$ cat src/rtl/haar_synthesis.sv
// haar_synthesis: multirate Haar reconstruction bank with one shared add/sub accumulator.
// It rebuilds one time-domain sample per accepted en, taking STAGES+1 accumulate clocks per sample.
// Ports:
//   clk        system clock
//   rstN       asynchronous active-low reset
//   en         request the next output sample
//   inStrobes  per-word write strobe for dataIn (STAGES+1 bits)
//   dataIn     packed signed coefficients; word 0 = low-pass, word 1 = coarsest high-pass,
//              word STAGES = finest high-pass
//   dataOut    reconstructed signed sample, held until the next outStrobe
//   outStrobe  one-cycle pulse when dataOut updates
//   busy       accumulation in progress
//   overrun    sticky flag: en arrived while a sample was still in flight
// Build option: define HAAR_SYNTH_SAT_EN to saturate the output. When it is undefined,
// the accumulator is truncated to OUT_WIDTH with two's-complement wrap.
module haar_synthesis #(
    parameter int STAGES         = 4,
    parameter int IN_WIDTH       = 16,
    parameter int INTERNAL_WIDTH = 20,
    parameter int OUT_WIDTH      = 16
) (
    input  logic                              clk,
    input  logic                              rstN,
    input  logic                              en,
    input  logic [STAGES:0]                   inStrobes,
    input  logic [IN_WIDTH*(STAGES+1)-1:0]    dataIn,
    output logic signed [OUT_WIDTH-1:0]       dataOut,
    output logic                              outStrobe,
    output logic                              busy,
    output logic                              overrun
);
    localparam int SW = $clog2(STAGES + 1);

    typedef enum logic [1:0] {IDLE, ACC, OUT} state_t;

    state_t                           state, state_nx;
    logic [SW-1:0]                    step, step_nx;
    logic [STAGES-1:0]                c;
    logic signed [IN_WIDTH-1:0]       shadow [STAGES+1];
    logic signed [IN_WIDTH-1:0]       act    [STAGES+1];
    logic signed [IN_WIDTH-1:0]       word   [STAGES+1];
    logic signed [IN_WIDTH-1:0]       act_nx [STAGES+1];
    logic [STAGES:0]                  load;
    logic [STAGES:0]                  neg;
    logic signed [INTERNAL_WIDTH-1:0] acc, acc_nx, term;
    logic signed [OUT_WIDTH-1:0]      narrow;
    logic                             start;

    assign start = (state == IDLE) && en;
    assign busy  = (state == ACC);
    assign term  = INTERNAL_WIDTH'(act[step]);

    for (genvar k = 0; k <= STAGES; k++) begin : g_word
        // Word k refreshes when the low STAGES-k+1 bits of c are zero. For k=0 the mask covers all of c.
        localparam int M = (1 << (STAGES - k + 1)) - 1;
        assign word[k]   = dataIn[k*IN_WIDTH +: IN_WIDTH];
        assign load[k]   = (c & M[STAGES-1:0]) == '0;
        // A strobe on the start cycle writes through to act, bypassing the stale shadow value.
        assign act_nx[k] = (start && load[k]) ? (inStrobes[k] ? word[k] : shadow[k]) : act[k];
        if (k == 0) begin : g_lp
            assign neg[k] = 1'b0;
        end else begin : g_hp
            assign neg[k] = c[STAGES-k];
        end
    end

`ifdef HAAR_SYNTH_SAT_EN
    localparam logic signed [INTERNAL_WIDTH-1:0] MAXV =
        {{(INTERNAL_WIDTH-OUT_WIDTH+1){1'b0}}, {(OUT_WIDTH-1){1'b1}}};
    localparam logic signed [INTERNAL_WIDTH-1:0] MINV = ~MAXV;
    assign narrow = acc > MAXV ? MAXV[OUT_WIDTH-1:0] :
                    acc < MINV ? MINV[OUT_WIDTH-1:0] : acc[OUT_WIDTH-1:0];
`else
    assign narrow = acc[OUT_WIDTH-1:0];
`endif

    always_comb begin
        state_nx = state;
        step_nx  = step;
        acc_nx   = acc;
        if (start) begin
            state_nx = ACC;
            step_nx  = SW'(1);
            acc_nx   = INTERNAL_WIDTH'(act_nx[0]);
        end else if (state == ACC) begin
            acc_nx   = neg[step] ? acc - term : acc + term;
            step_nx  = step + 1'b1;
            state_nx = (step == SW'(STAGES)) ? OUT : ACC;
        end else if (state != IDLE) begin
            state_nx = IDLE;
        end
    end

    always_ff @(posedge clk or negedge rstN) begin
        if (!rstN) begin
            state     <= IDLE;
            step      <= '0;
            c         <= '0;
            acc       <= '0;
            dataOut   <= '0;
            outStrobe <= 1'b0;
            overrun   <= 1'b0;
            for (int k = 0; k <= STAGES; k++) begin
                shadow[k] <= '0;
                act[k]    <= '0;
            end
        end else begin
            state     <= state_nx;
            step      <= step_nx;
            acc       <= acc_nx;
            outStrobe <= (state == OUT);
            // The OUT cycle still counts as busy, so only IDLE accepts en.
            overrun   <= overrun | (en && state != IDLE);
            if (state == OUT) begin
                dataOut <= narrow;
                c       <= c + 1'b1;
            end
            for (int k = 0; k <= STAGES; k++) begin
                shadow[k] <= inStrobes[k] ? word[k] : shadow[k];
                act[k]    <= act_nx[k];
            end
        end
    end
endmodule

$ cat config.mk
export PLATFORM = sky130hd
export DESIGN_NAME = haar_synthesis
export DESIGN_NICKNAME = d
export VERILOG_FILES = /design/src/rtl/haar_synthesis.sv
export SDC_FILE = /design/constraint.sdc
export NUM_CORES = 1
export LEC_CHECK = 0
export ABC_AREA = 0
export ABC_CLOCK_PERIOD_IN_PS = 6000
export BUFFER_PORTS_ARGS = -buffer_cell sky130_fd_sc_hd__buf_2
export CORE_MARGIN = 2
export CORE_UTILIZATION = 35
export CTS_CLUSTER_DIAMETER = 200
export CTS_CLUSTER_SIZE = 14
export DETAILED_ROUTE_END_ITERATION = 10
export GPL_ROUTABILITY_DRIVEN = 0
export PLACE_DENSITY = 0.58
export SLEW_MARGIN = 30
export SYNTH_ARGS = -nofsm -noshare
export SYNTH_HDL_FRONTEND = slang
export SYNTH_SLANG_ARGS = --single-unit
$ cat constraint.sdc
create_clock -name clk -period 6 [get_ports clk]
set_clock_uncertainty 0.15 [all_clocks]
set_input_delay 0.9 -clock clk [delete_from_list [all_inputs] [get_ports clk]]
set_output_delay 0.9 -clock clk [all_outputs]
set_load 0.03 [all_outputs]
* Word level (Yosys, flattened, before mapping)
Index checks and enable logic that the tools add are counted.
** Storage, ports and cells
- Memories kept :: 0
- Memory bits (writable) :: 0
- Memory bits (read-only) :: 0
- Input port bits :: 88
- Latch bits :: 0
- Register bits :: 207
** Cells by class
- Order comparisons :: 2
- Bitwise gates (word level) :: 2
- $add $sub $neg :: 4
- Reduce and logical (&&, ||, !) cells :: 14
- Multiply operators :: 0
- Shift-type cells :: 0
- Divide/modulo/power cells :: 0
- Mux-type cells :: 20
- Equal/unequal tests :: 3
** Operator list (number)
- two-way mux 16 bit :: 8
- two-way mux 20 bit :: 3
- binary-select mux 16 bit (select 3 bit) :: 1
- adder 20 x 16 -> 20 bit :: 1
- subtractor 20 x 16 -> 20 bit :: 1
- logical NOT 4 bit :: 4
- two-way mux 2 bit :: 4
- logical AND 1 bit :: 6
- two-way mux 3 bit :: 2
- adder 4 x 1 -> 4 bit (second input constant) :: 1
- >= comparator 4 bit (second input constant) :: 1
- < comparator 3 x 4 -> 1 bit (second input constant) :: 1
- inverter 3 -> 4 bit :: 1
- nonzero test 2 bit :: 2
- adder 3 x 1 -> 3 bit (second input constant) :: 1
- binary-select mux 1 bit (select 3 bit) :: 1
- == test 3 bit (second input constant) :: 1
- nonzero test 3 bit :: 1
- == test 2 x 1 -> 1 bit (second input constant) :: 1
- == test 2 bit (second input constant) :: 1
- logical NOT 2 bit :: 1
- two-way mux 1 bit :: 1
- OR 1 bit :: 1

* Logic depth before layout (Yosys ltp)
- Depth after elaboration :: 8
- Mapped depth :: 19
- Depth with buffers taken out :: 17

* Least setup slack after synthesis
No wires, ideal clock.
- Path type :: register to register
- Start point :: register step[0]
- End point :: register acc[15]
- Buffers on the path :: 4
- Cell stages (with the launch flop) :: 17
- Data arrival time :: 4.192 ns
- Slack :: 1.532 ns
- Required time :: 5.724 ns
- Clock period less this slack :: 4.468 ns
- Cell sequence :: dfrtp_1 buf_6 buf_2 buf_1 mux2i_1 o22a_1 clkbuf_1 mux2i_1 ha_1 nor2b_1 o31a_1 o211ai_1 o31ai_1 or4_1 a31oi_1 xnor2_1 a221o_1
** Between the ends
- Cells in the longest elaborated chain, start to end :: 8
- Elaborated cells on any way between the ends :: 11
- Those cells by class :: add/sub (2); mux (8); bitwise (1)
** Ends and longest elaborated chain
- start, declared :: line 37 : logic [SW-1:0] step, step_nx;
- start signal, assigned :: line 109 : step <= step_nx;
- inverter 3 -> 4 bit (implied by the code) :: line 51 : assign term = INTERNAL_WIDTH'(act[step]);
- binary-select mux 16 bit (select 3 bit) :: line 51
- two-way mux 16 bit (implied by the code) (2 in a row) :: line 51
- adder 20 x 16 -> 20 bit or subtractor 20 x 16 -> 20 bit (tied branches) :: line 86 : acc_nx = neg[step] ? acc - term : acc + term;
- two-way mux 20 bit (*) :: line 86
- two-way mux 20 bit (*) :: line 85 : end else if (state == ACC) begin
- two-way mux 20 bit (*) :: line 81 : if (start) begin
- end signal, assigned :: line 110 : acc <= acc_nx;
- end, declared :: line 45 : logic signed [INTERNAL_WIDTH-1:0] acc, acc_nx, term;
Every way passes the cells marked *; elsewhere a longest branch is shown, timed or not. The select of a mux whose other input is x is not followed.
A chain may end at the register's enable or synchronous reset.

* Worst setup path in the final report
- Start point :: register step[2]
- End point :: register acc[15]
Same word-level chain as after synthesis.

==> flow_metrics.py <==
metrics = {
    "die": {
        "io-pin-count": 107,
        "fp.dieW_um": 168,
        "core_area_um2": 26700,
        "core.rowCount": 60,
        "die_h_um": 168,
        "start_util_pct": 35.3,
        "die_area_um2": 28200,
    },
    "synth": {
        "synth.area.top_cells": "dfrtp_1 (54%), mux2_2 (20%), mux2i_1 (2.8%)",
        "async_flop_share_pct": 100,
        "synthMuxAreaShare_pct": 23.3,
        "yosysTopAreaCell": "dfrtp_1",
        "yosysWarnings": 0,
        "synth_top_area_share_pct": 54.0,
        "synth_top_family_by_area": "multiplexers",
        "ys_seq_elements": 203,
        "synth_cells": 749,
        "synth_seq_area_share_pct": 54.0,
        "synthSimpleGateAreaFrac_pct": 6.89,
        "synth-xor-area-share_pct": 2.51,
        "synth_ff_type": "dfrtp_1",
        "synth_compound_area_share_pct": 8.14,
        "syn_nets": 858,
        "synth_cell_types": 57,
        "syn-mean-instance-area_um2": 12.6,
        "synth_edf_count": 0,
        "synth_fa_ha_area_share_pct": 2.87,
        "syn_area_um2": 9410,
    },
    "power": {
        "power_frac_seq_pct": 32.2,
        "comb_power_share_pct": 52.6,
        "p_sw_mw": 2.75,
        "p_leak_nw": 4.97,
        "p_sw_share_pct": 40.7,
        "clkPwrFrac_pct": 15.2,
        "p_per_area_nw_per_um2": 627,
        "ir_worst_vdd_v": 0.000351,
        "finalPower_mw": 6.76,
        "cell_internal_pwr_mw": 4.01,
    },
    "global_routing": {
        "grt_max_degree": 109,
        "grt_usage_pct": 15.9,
        "grt_pass1_wl_mm": 35.3,
        "grt-ovfl-total": 0,
        "grt_pass1_vias": 6273,
        "antenna_found_initial": 1,
    },
    "worst_hold_path": {
        "holdCritPathClass": "input pin to async pin",
    },
    "drt": {
        "wl_per_cell_um": 18.8,
        "top_layer_used": "met4",
        "vias": 6020,
        "drc": 0,
        "routed_wl_mm": 22.3,
        "route.met3.wl_mm": 1.02,
        "met1_length_mm": 10.3,
        "drt_iter0_markers": 360,
        "postRouteAntennaNets": 0,
        "wl_met2_mm": 10.6,
        "dr.pass1.iters": 5,
        "vias_per_cell": 5.08,
    },
    "critical_path": {
        "critPathKind": "flop to flop",
        "r2r_cells": 17,
        "cp-endpoint": "acc[15]",
        "crit_start": "step[2]",
        "r2r_start": "step[2]",
        "cp.depth": 17,
        "slowest_stage": "dfrtp_1",
        "cp_top_family": "compound AO/OA/AOI/OAI gates",
        "end_kind": "flop",
        "start_kind": "flop",
        "crit_buf_inv": 0,
        "r2r_slack_ns": 1.02,
        "crit_chain": "nor2b_1, o2bb2ai_1, a21oi_1, ha_1, and3_1, nand2_1, o21ai_0, xor2_1, ha_1, a21o_1, a21oi_1, a2bb2oi_1, o31ai_1, or4_1, a31oi_1, xnor2_1, a221o_1",
        "max_stage_delay_ns": 0.85,
        "critPathMaxFanout": 25,
        "arrival_ns": 5.20,
        "r2r_end": "acc[15]",
        "required_ns": 6.22,
    },
    "clock_tree": {
        "insertion_delay_ns": 0.50,
        "cts_hold_buf": 0,
        "h-tree-depth": 1,
        "cts_buffer_depth": 3,
        "cts_buffers": 18,
        "cts-resized-gates": 0,
        "cts_setup_buffers": 0,
        "cts_sinks": 203,
        "cts_tree": "yes",
        "cts-root-buf": "clkbuf_16",
        "path_clk_slew_ns": 0.07,
    },
    "layout": {
        "multiInputGateArea_um2": 4120,
        "final_cell_mix": "dfrtp_1 (203), mux2_2 (168), buf_2 (105)",
        "seq_area_um2": 5080,
        "fill_cells": 2568,
        "drive_gt1_share_pct": 36.7,
        "final_common_cell": "dfrtp_1",
        "fin_nets": 953,
        "antennaDiodeCount": 0,
        "syn2layout_area_growth_pct": 14.7,
    },
    "outcome": {
        "run_status": "finished clean",
    },
    "placement": {
        "place.port_buffers": 106,
        "hpwl_mm": 16.3,
    },
    "sta": {
        "report.final.slew_viol_count": 0,
        "period_needed_ns": 4.98,
        "relSlewSlack_pct": 39.6,
        "hold_viol": 0,
        "worst_slew_pin_slew_ns": 0.906,
        "fin_hold_ws_ns": 0.133,
        "finalSetupTns_ns": 0,
        "fmaxAchievable_ghz": 0.201,
        "rsz0062_at_grt": "false",
        "fin_crit_sh_pct": 83.0,
        "setup_viol": 0,
    },
    "run": {
        "cap_violations": 0,
    },
}
[cell families after synthesis]
logic type                 count (synthesis)
DFF                                      203
AOI/OAI and AO/OA                        108
adders and majority gates                 21
xor gates and xnor gates                  27
buffers and inverters                     54
muxes                                    196
and+or+nand+nor                          140
[cells in the mapped netlist, drive strengths merged (8+ instances only)]
master / count
o21ai: 32
inv: 14
and3: 8
a21oi: 12
xnor2: 15
mux2i: 26
a221o: 14
ha: 20
dfrtp: 203
mux2: 169
nor2b: 8
nand2b: 12
nand2: 63
xor2: 12
buf: 12
clkbuf: 27
nor2: 27
[through the flow]
stage          instances  utilization (%)  setup WS (ns)  instance area [um^2]
3_3_place_gp        1164             38.6           1.30                 10300
6_report            1185             40.5           1.02                 10800
4_1_cts             1184             40.4           1.06                 10800
2_1_floorplan        749                -           1.53                  9410
5_1_grt             1185             40.5          0.634                 10800
3_5_place_dp        1164             38.6           1.08                 10300
[power groups by stage]
stage	combinational [mW]	sequential, mW	clock [mW]
global route	3.95	2.23	1.11
detailed placement	3.54	2.20	0
global placement	3.49	2.20	0
floorplan	2.75	2.11	0
finish	3.56	2.18	1.03
CTS	3.57	2.18	1.06
[worst min-delay path by stage]
stage,cells past startpoint,startpoint,endpoint
after detailed placement,2,dataOut[7],dataOut[7]
final,1,rstN,shadow[17]
after floorplan,2,acc[11],dataOut[11]
after global placement,1,overrun,overrun
after global routing,1,rstN,shadow[17]
after CTS,2,dataOut[7],dataOut[7]
[layer usage]
layer	global-route usage, %	vias to the layer above
met5	0	-
met4	3.52	0
met3	2.87	23
met2	26.5	125
met1	21.8	3003
li1	-	2869
[worst reg2reg max path: cells and delay by family, from the launching register on]
kind | cells | cell delay [ns]
adder cells (fa/ha/maj) | 2 | 0.57
XOR/XNOR | 2 | 0.27
flip-flops | 1 | 0.85
AND/OR/NAND/NOR | 4 | 1.01
AO/OA/AOI/OAI | 9 | 2.00
[layout make-up]
cell class | count | area share (%)
Clock buffer | 18 | 4.18
Tap cell | 341 | 3.96
Multi-Input combinational cell | 492 | 38.2
Sequential cell | 203 | 47.1
Timing Repair Buffer | 114 | 5.86
Clock inverter | 2 | 0.232
Inverter | 15 | 0.522
[registers in the layout, indices dropped and copies added, names as in the netlist]
register	cells
state	2
c	4
outStrobe	1
step	3
dataOut	16
acc	16
overrun	1
act	80
shadow	80
No activity file was read; power rests on OpenSTA's default activity.
